--- config.mk ---
export PLATFORM = sky130hd
export DESIGN_NAME = lsu_mem_ctrl
export DESIGN_NICKNAME = d
export VERILOG_FILES = /design/src/rtl/lsu_mem_ctrl.sv
export SDC_FILE = /design/constraint.sdc
export NUM_CORES = 1
export LEC_CHECK = 0
export ABC_AREA = 0
export BUFFER_PORTS_ARGS = -buffer_cell sky130_fd_sc_hd__clkbuf_2
export CORE_MARGIN = 2
export CORE_UTILIZATION = 52
export CTS_BUF_LIST = sky130_fd_sc_hd__clkbuf_8
export DETAILED_ROUTE_END_ITERATION = 8
export PLACE_DENSITY = 0.81
export SYNTH_ARGS = -nofsm -noshare
export SYNTH_HDL_FRONTEND = slang
export SYNTH_SLANG_ARGS = --single-unit
export TNS_END_PERCENT = 100
--- constraint.sdc ---
create_clock -name clk -period 2.2 [get_ports clk]
set_clock_uncertainty 0.1 [all_clocks]
set_input_delay 0.22 -clock clk [delete_from_list [all_inputs] [get_ports clk]]
set_output_delay 0.22 -clock clk [all_outputs]
set_load 0.05 [all_outputs]
--- src/rtl/lsu_mem_ctrl.sv ---
// rtl/lsu_mem_ctrl.sv - RV32I load/store unit to single-port data memory controller.
// Define LSU_MISALIGN_TRAP_EN to trap misaligned half/word accesses instead of force-aligning them.
module lsu_mem_ctrl #(
  parameter int MEM_ADDR_BITS = 10
) (
  input  logic        clk,
  input  logic        rst_n,
  input  logic        req_valid,
  output logic        req_ready,
  input  logic        req_we,
  input  logic [2:0]  req_funct3,
  input  logic [31:0] req_addr,
  input  logic [31:0] req_wdata,
  output logic        resp_valid,
  output logic [31:0] resp_rdata,
  output logic        resp_err,
  output logic        mem_we,
  output logic [31:0] mem_addrs,
  output logic [31:0] mem_wd,
  input  logic [31:0] mem_rd
);

  typedef enum logic [2:0] {IDLE, LOAD, RMW_RD, WRITE, RESP} state_t;

  state_t                   state;
  logic [2:0]               f3_q;
  logic [MEM_ADDR_BITS-1:0] addr_q;
  logic [31:0]              wdata_q;
  logic [31:0]              merge_q;

  logic [31:0] addr_al;
  logic        bad_code;
  logic        req_err;
  logic [7:0]  rd_byte;
  logic [15:0] rd_half;
  logic [31:0] load_data;
  logic [31:0] merged;
  logic        unused_addr_hi;

  assign unused_addr_hi = ^req_addr[31:MEM_ADDR_BITS];

  // Request decode: illegal codes and (optionally) misalignment become errors.
  always_comb begin
    addr_al = req_addr;
    case (req_funct3[1:0])
      2'b01:   addr_al[0] = 1'b0;
      2'b10:   addr_al[1:0] = 2'b00;
      default: addr_al = req_addr;
    endcase
    if (req_we)
      bad_code = (req_funct3 > 3'b010);
    else
      bad_code = (req_funct3 == 3'b011) || (req_funct3 == 3'b110) || (req_funct3 == 3'b111);
`ifdef LSU_MISALIGN_TRAP_EN
    req_err = bad_code
           || ((req_funct3[1:0] == 2'b01) && req_addr[0])
           || ((req_funct3[1:0] == 2'b10) && (req_addr[1:0] != 2'b00));
`else
    req_err = bad_code;
`endif
  end

  always_comb begin
    case (addr_q[1:0])
      2'b00:   rd_byte = mem_rd[7:0];
      2'b01:   rd_byte = mem_rd[15:8];
      2'b10:   rd_byte = mem_rd[23:16];
      default: rd_byte = mem_rd[31:24];
    endcase
    rd_half = addr_q[1] ? mem_rd[31:16] : mem_rd[15:0];
    case (f3_q)
      3'b000:  load_data = {{24{rd_byte[7]}}, rd_byte};
      3'b001:  load_data = {{16{rd_half[15]}}, rd_half};
      3'b100:  load_data = {24'd0, rd_byte};
      3'b101:  load_data = {16'd0, rd_half};
      default: load_data = mem_rd;
    endcase
  end

  always_comb begin
    merged = mem_rd;
    if (f3_q[1:0] == 2'b00) begin
      case (addr_q[1:0])
        2'b00:   merged[7:0]   = wdata_q[7:0];
        2'b01:   merged[15:8]  = wdata_q[7:0];
        2'b10:   merged[23:16] = wdata_q[7:0];
        default: merged[31:24] = wdata_q[7:0];
      endcase
    end else if (addr_q[1]) begin
      merged[31:16] = wdata_q[15:0];
    end else begin
      merged[15:0] = wdata_q[15:0];
    end
  end

  assign req_ready = (state == IDLE);
  assign mem_addrs = {{(32-MEM_ADDR_BITS){1'b0}}, addr_q[MEM_ADDR_BITS-1:2], 2'b00};
  assign mem_wd    = (f3_q[1:0] == 2'b10) ? wdata_q : merge_q;
  // Reset must suppress the write at the very edge it is sampled.
  assign mem_we    = (state == WRITE) && rst_n;

  always_ff @(posedge clk) begin
    if (!rst_n) begin
      state      <= IDLE;
      resp_valid <= 1'b0;
      resp_err   <= 1'b0;
      resp_rdata <= 32'd0;
      merge_q    <= 32'd0;
      f3_q       <= 3'd0;
      addr_q     <= '0;
      wdata_q    <= 32'd0;
    end else begin
      resp_valid <= 1'b0;
      case (state)
        IDLE: begin
          if (req_valid) begin
            f3_q       <= req_funct3;
            addr_q     <= addr_al[MEM_ADDR_BITS-1:0];
            wdata_q    <= req_wdata;
            resp_err   <= req_err;
            resp_rdata <= 32'd0;
            if (req_err) begin
              state      <= RESP;
              resp_valid <= 1'b1;
            end else if (!req_we) begin
              state <= LOAD;
            end else if (req_funct3[1:0] == 2'b10) begin
              state <= WRITE;
            end else begin
              state <= RMW_RD;
            end
          end
        end
        LOAD: begin
          resp_rdata <= load_data;
          resp_valid <= 1'b1;
          state      <= RESP;
        end
        RMW_RD: begin
          merge_q <= merged;
          state   <= WRITE;
        end
        WRITE: begin
          resp_valid <= 1'b1;
          state      <= RESP;
        end
        RESP:    state <= IDLE;
        default: state <= IDLE;
      endcase
    end
  end

endmodule

[Word-level counts from Yosys, hierarchy flattened]
Index checks and enable logic that the tools add are counted.
Cells by class
  $lt $le $gt $ge: 1
  equal/unequal tests: 15
  multiplexer cells: 24
  reductions and logical operators: 13
Operators with widths (number)
  32-bit case mux with 4 select lines: 1
  32-bit 2-to-1 mux: 3
  32-bit case mux with 2 select lines: 1
  16-bit 2-to-1 mux: 3
  8-bit 2-to-1 mux: 4
  8-bit case mux with 3 select lines: 1
  3-bit == test (second input constant): 4
  3-bit by 2-bit == test with 1-bit output (second input constant): 3
  3-bit case mux with 3 select lines: 1
  2-bit == test (second input constant): 3
  3-bit by 1-bit == test with 1-bit output (second input constant): 2
  3-bit zero test: 2
  1-bit 2-to-1 mux: 6
  3-bit 2-to-1 mux: 2
  2-bit by 1-bit == test with 1-bit output (second input constant): 2
  2-bit zero test: 2
  2-bit AND reduction: 2
  2-bit OR reduction: 2
  3-bit by 2-bit greater-than comparator with 1-bit output (second input constant): 1
  3-bit OR reduction: 1
  1-bit logical OR: 2
  2-bit 2-to-1 mux: 1
  2-bit != test (second input constant): 1
  1-bit case mux with 2 select lines: 1
  other kinds (2): 2
Storage, ports and cells
  bits in registers: 114
  input bits: 103
  output and inout bits: 100
  word-level logic and storage cells: 61

[Logic depth before layout (Yosys ltp)]
Gate-level depths: netlist of run 1.
  depth in word-level cells: 7
  depth in mapped cells: 6
  gate-level depth less buffers: 6

[Worst setup path before layout of run 1]
No wires, ideal clock.
  path type: flip-flop to output port
  start: register f3_q[0]
  end: output mem_wd[10]
  arrival time: 1.972 ns
  required time: 1.880 ns
  slack: -0.092 ns
  cell stages (with the launch flop): 6
  buffers on the path: 3
  cell sequence: dfxtp_1 > buf_6 > nand2b_1 > clkbuf_1 > buf_2 > o21ai_0
Between the ends
  word-level cells in the longest chain between the ends: 2
Ends and longest elaborated chain
  from (decl): RTL line 26  | logic [2:0] f3_q;
  from (signal assigned): RTL line 117  | f3_q <= req_funct3;
  2-bit == test: RTL line 98  | assign mem_wd = (f3_q[1:0] == 2'b10) ? wdata_q : merge_q;
  32-bit 2-to-1 mux: RTL line 98
  to (decl): RTL line 19  | output logic [31:0] mem_wd,
No other way between the ends.

[Final worst setup path of run 1]
  start: register f3_q[1]
  end: output mem_wd[15]
The elaborated chain is that of the path after synthesis.

==> results of run 1 <==
## per-stage QoR
stage | setup slack [ns] | cell area, sq um | instances | util, %
5_1_grt | 0.0576 | 7450 | 990 | 68.7
2_1_floorplan | 0.244 | 5860 | 677 | -
3_5_place_dp | 0.213 | 6470 | 909 | 59.7
6_report | 0.0934 | 7450 | 990 | 68.7
4_1_cts | 0.00155 | 7440 | 990 | 68.6
3_3_place_gp | 0.295 | 6470 | 909 | 59.7
## Yosys cell counts, drive strengths merged (2+ instances only)
master and n:
nand3b 2, a21oi 29, mux2 40, o32ai 13, buf 55, nand2 124, nor2b 9, nor2 22
nor3 5, a22o 16, or2b 3, o31a 2, nand2b 31, o211ai 2, and2 16, a32o 7
o21ai 39, a21boi 47, dfxtp 114, mux2i 24, ha 2, clkbuf 24, inv 6, o22ai 7
## power by group
part | internal [mW] | switching, mW
Clock | 1.35 | 0.842
Sequential | 2.18 | 0.0957
Combinational | 0.434 | 0.826
## state kept, by name, summed over array words and instances (netlist names)
name / flops
state: 3
resp_rdata: 32
f3_q: 3
resp_err: 1
resp_valid: 1
addr_q: 10
wdata_q: 32
merge_q: 32
## layout make-up
cell class | instances | share of cell area (%)
flip-flops and latches | 114 | 30.6
clock inverters | 13 | 2.59
inverters | 6 | 0.302
multi-input cells | 478 | 41.1
well taps | 140 | 2.35
repair buffers | 221 | 19.7
clock buffers | 18 | 3.32
## logic make-up after synthesis
kind of cell	after synthesis	share of synthesized area, %
adders and majority gates	2	0.433
DFF	114	39.5
other	1	0.0650
buffers and inverters	85	8.93
AOI/OAI and AO/OA	171	21.0
muxes	64	12.0
and+or+nand+nor	217	18.1
## how the worst min path moves through the flow
stage / cells after the start / slack (ns) / end / start
2_1_floorplan: 2 / 0.25 / wdata_q[21] / req_wdata[21]
3_3_place_gp: 2 / 0.34 / wdata_q[22] / wdata_q[22]
3_5_place_dp: 2 / 0.35 / wdata_q[22] / wdata_q[22]
4_1_cts: 3 / 0.003 / merge_q[27] / mem_rd[27]
5_1_grt: 3 / 0.02 / merge_q[25] / mem_rd[25]
6_report: 3 / 0.01 / merge_q[0] / mem_rd[0]
## routing by layer
| layer | wire (um) | track usage, % | vias up |
|---|---|---|---|
| met5 | 0 | 0 | - |
| met4 | 483 | 13.5 | 0 |
| met3 | 1100 | 5.75 | 34 |
| met2 | 8220 | 46.1 | 224 |
| met1 | 7280 | 36.3 | 2517 |
| li1 | - | - | 2585 |
## worst max-delay path, delay by kind of cell, from the launching register on
| family | cells | cell delay [ns] |
|---|---|---|
| DFF | 1 | 0.48 |
| buffers and inverters | 2 | 0.40 |
| muxes | 1 | 0.31 |
| and+or+nand+nor | 1 | 0.14 |
## what timing repair did
action,CTS,global route
endpoints found under the hold margin,51,0
resized for setup,9,15
setup endpoints to repair,20,31
hold buffers,50,0
==> run_results.csv, run 1 <==
group,metric,value,unit
run_status,status,"finished clean",
drt,drtPass1Iterations,7,
timing,rsz0062_at_grt,"false",
power,leakage,3.39,nW
cts,postCtsSetupRepairBufs,0,
grt,grt_max_degree,52,
finish,multi_input_area,3060,sq um
drt,routed_wirelength,17100,um
timing,timing.fmax,0.475,GHz
floorplanning,start_util,53.2,%
place,port_buffers,156,
synth,synth-edff-count,0,
critical_path,criticalPathCategory,"reg -> out",
critical_path,rrSetupSlack,0.18,ns
timing,final.period_utilization,95.8,%
critical_path,critPathLaunch,"f3_q[1]",
drt,ant_nets,0,
grt,grt_usage,28.4,%
drt,routed_via_density,5.41,
finish,final_nets,943,
floorplanning,die_width,109,um
critical_path,critPathLaunchType,"register",
grt,grt_first_pass_wirelength,25900,um
critical_path,cp_slowest_cell,"dfxtp_1",
cts,cts_inserted_buffers,17,
job,maxCapViolations,0,
critical_path,cp_max_fo,22,
worst_hold_path,hp-class,"in -> reg",
critical_path,r2r_cells,3,
place,gp_congestion,0.912,
synth,synth_ff_type,"dfxtp_1",
cts,clkSinkCount,114,
drt,drt_iter0_markers,344,
drt,drc,0,
cts,cts-root-buf,"clkbuf_8",
timing,drv_slew,0,
critical_path,worstPathRequired,1.88,ns
timing,tightest_slew,1.30,ns
place,hpwlAfterDp,11800,um
cts,clk_latency,0.45,ns
finish,antennaDiodeCount,0,
synth,yosys_warnings,0,
timing,min_period,2.11,ns
floorplanning,rows,38,
critical_path,crit_arrival,1.79,ns
critical_path,cp-endpoint,"mem_wd[15]",
finish,final_common_cell,"clkbuf_2",
power,p_per_area,769,nW/um^2
synth,ys_ff_latch,114,
finish,seq_area,2280,sq um
synth,synth_area,5770,sq um
grt,antenna_found_initial,0,
synth,yosys.area.top_type_share,39.5,%
synth,synth_cell_types,53,
drt,vias,5360,
floorplanning,io_pins,203,
cts,clk_pin_slew,0.07,ns
timing,fin_hold_ws,0.0140,ns
cts,cts_max_level,4,
cts,cts_tree,"built",
critical_path,cp-end-kind,"output pin",
grt,grt_pass1_vias,5075,
synth,synthCells,654,
timing,finalHoldViolCount,0,
timing,setup_tns,0,ns
critical_path,path_cells,"nand2b_2 > buf_12 > mux2_2 > clkbuf_4",
synth,ys_seq_area_share,39.5,%
floorplanning,fp.dieH,109,um
critical_path,slowest_delay,0.48,ns
grt,grt_overflow,0,
power,vdd_drop_max,0.000648,V
critical_path,crit-reg2reg-launch,"state[1]",
cts,clock_path_buffers,2,
timing,slew_headroom,13.6,%
synth,synth.avg_cell_area,8.83,sq um
finish,fillers,856,
floorplanning,core,10800,sq um
finish,drive_gt1_share,30.1,%
power,power.total,5.73,mW
synth,synth_area_leaders,"dfxtp_1 (40%), nand2_1 (7.9%), mux2_2 (7.8%)",
floorplanning,dieArea,12000,sq um
synth,async_flop_share,0,%
synth,yosys.area.top_type,"dfxtp_1",
timing,setup_viol,0,
drt,wl_per_cell,17.3,um
critical_path,r2r_end,"resp_rdata[15]",
finish,final_cell_mix,"clkbuf_2 (137), nand2_1 (122), dfxtp_1 (113), dlygate4sd3_1 (50)",
finish,area_delta_synth_final,29.1,%
(Power assumes the default switching activity.)
==> run 2: changes to the inputs <==
--- a/config.mk
+++ b/config.mk
@@ -11,6 +11,7 @@
 export CORE_UTILIZATION = 52
 export CTS_BUF_LIST = sky130_fd_sc_hd__clkbuf_8
 export DETAILED_ROUTE_END_ITERATION = 8
+export GPL_TIMING_DRIVEN = 0
 export PLACE_DENSITY = 0.81
 export SYNTH_ARGS = -nofsm -noshare
 export SYNTH_HDL_FRONTEND = slang
==> run_results.csv, run 2 (synthesized netlist as in run 1, its figures left out) <==
group,metric,value,unit
drt,vias,5880,
finish,final_common_cell,"clkbuf_2",
timing,finalHoldViolCount,0,
drt,ant_nets,0,
floorplanning,fp.dieH,109,um
finish,fin_cells,1067,
power,p_per_area,731,nW/um^2
finish,utilization,74.5,%
finish,seq_area,2280,sq um
critical_path,crit_family,"buffers and inverters",
critical_path,cp-end-kind,"output pin",
critical_path,criticalPathCategory,"reg -> out",
cts,cts_tree,"built",
critical_path,path_cells,"buf_6 > nand2b_4 > clkbuf_16 > mux2_2 > buf_4",
place,port_buffers,156,
critical_path,cp_max_fo,8,
critical_path,path_buf_inv,3,
critical_path,critPathLaunchType,"register",
timing,timing.fmax,0.463,GHz
worst_hold_path,hp-class,"in -> reg",
timing,slew_headroom,63.4,%
power,pwr-share-clk,37.4,%
critical_path,cp_slowest_cell,"mux2_2",
finish,drive_gt1_share,32.4,%
power,leakage,3.72,nW
cts,clk_pin_slew,0.07,ns
finish,finalInstanceArea,8080,sq um
power,seqPwrFrac,38.5,%
cts,clock_path_buffers,2,
drt,drtPass1Iterations,5,
grt,grt_pass1_vias,5747,
critical_path,worstPathRequired,1.88,ns
timing,drv_slew,0,
cts,cts-root-buf,"clkbuf_8",
place,dp_cells,973,
finish,multi_input_area,3070,sq um
cts,cts_inserted_buffers,17,
run_status,status,"finished clean",
worst_hold_path,whs_path_depth,3,
drt,routed_wirelength,19400,um
power,combPwrFrac,24.1,%
finish,reg.largest.list,"merge_q (32), resp_rdata (32), wdata_q (32)",
drt,drt_iter0_markers,551,
drt,drc,0,
finish,antennaDiodeCount,0,
critical_path,crit_arrival,1.84,ns
grt,antenna_found_initial,0,
drt,wl_per_cell,18.2,um
power,power.internal,4.03,mW
timing,setup_viol,0,
cts,clk_latency,0.46,ns
floorplanning,rows,38,
floorplanning,dieArea,12000,sq um
place,dpl_cell_area,6810,sq um
drt,routed_via_density,5.51,
timing,final.period_utilization,98.2,%
finish,final_nets,1019,
critical_path,slowest_delay,0.34,ns
finish,final_cell_mix,"clkbuf_2 (127), nand2_1 (122), dfxtp_1 (114), dlygate4sd3_1 (58), buf_4 (48)",
floorplanning,core,10800,sq um
grt,grt_max_degree,17,
cts,cts_max_level,4,
power,swShare,31.8,%
critical_path,r2r_cells,7,
timing,min_period,2.16,ns
job,maxCapViolations,0,
finish,fillers,760,
timing,tightest_slew,0.547,ns
critical_path,worstSetupPathDepth,5,
place,gp_congestion,0.915,
floorplanning,die_width,109,um
floorplanning,io_pins,203,
grt,grt_first_pass_wirelength,29400,um
power,vdd_drop_max,0.000457,V
power,p_switching,1.88,mW
place,hpwlAfterDp,13400,um
cts,clkSinkCount,114,
finish,area_delta_synth_final,40.0,%
grt,grt_usage,32.6,%
timing,rsz0062_at_grt,"true",
floorplanning,start_util,53.2,%
grt,grt_overflow,0,
-- run 2: what timing repair did --
action | in CTS | in global routing
buffers inserted | 1 | 1
cloned | 0 | 3
hold endpoints to repair | 60 | 0
hold buffers | 58 | 0
resized for setup | 36 | 40
endpoints found under the setup margin | 32 | 30
-- run 2: power by group through the flow --
stage	Clock [mW]	Combinational [mW]	Sequential, mW
after floorplan	0	0.846	2.37
after global placement	0	1.22	2.30
after detailed placement	0	1.24	2.31
after CTS	2.20	1.35	2.27
after global routing	2.28	1.52	2.28
final	2.20	1.42	2.27
-- run 2: tightest hold or removal path, delay by kind of cell --
family | cells | cell delay, ns
AND/OR/NAND/NOR | 1 | 0.11
buffers and inverters | 1 | 0.13
AO/OA/AOI/OAI | 1 | 0.07
-- run 2: layout make-up --
| type | instances | area share (%) |
|---|---|---|
| clock inverters | 12 | 2.00 |
| plain buffers | 78 | 6.43 |
| flip-flops and latches | 114 | 28.3 |
| repair buffers | 219 | 19.5 |
| clock buffers | 20 | 3.41 |
| inverters | 6 | 0.279 |
| well taps | 140 | 2.17 |
| multi-input cells | 478 | 38.0 |
-- run 2: metal layers --
layer / part of all wire (%) / global-route usage, % / up-vias
li1: - / - / 2738
met1: 40 / 38.7 / 2775
met2: 48 / 53.9 / 301
met3: 8.2 / 8.65 / 66
met4: 4.5 / 17.5 / 0
met5: 0 / 0 / -
-- run 2: per-stage QoR --
step	setup TNS [ns]	setup slack, ns	power (mW)	hold WS, ns
6_report	0	0.0393	5.90	0.0369
3_5_place_dp	0	0.0809	3.56	0.345
5_1_grt	-0.0261	-0.00783	6.08	0.0233
3_3_place_gp	0	0.0867	3.52	0.338
4_1_cts	0	0.00357	5.82	0.00111
2_1_floorplan	0	0.244	3.21	0.255
-- run 2: final timing paths --
path | to | from | slack, ns
setup / recovery | mem_wd[4] | f3_q[0] | 0.04
hold / removal | merge_q[24] | mem_rd[24] | 0.04
setup reg to reg | merge_q[24] | f3_q[0] | 0.32
hold reg to reg | wdata_q[22] | wdata_q[22] | 0.36
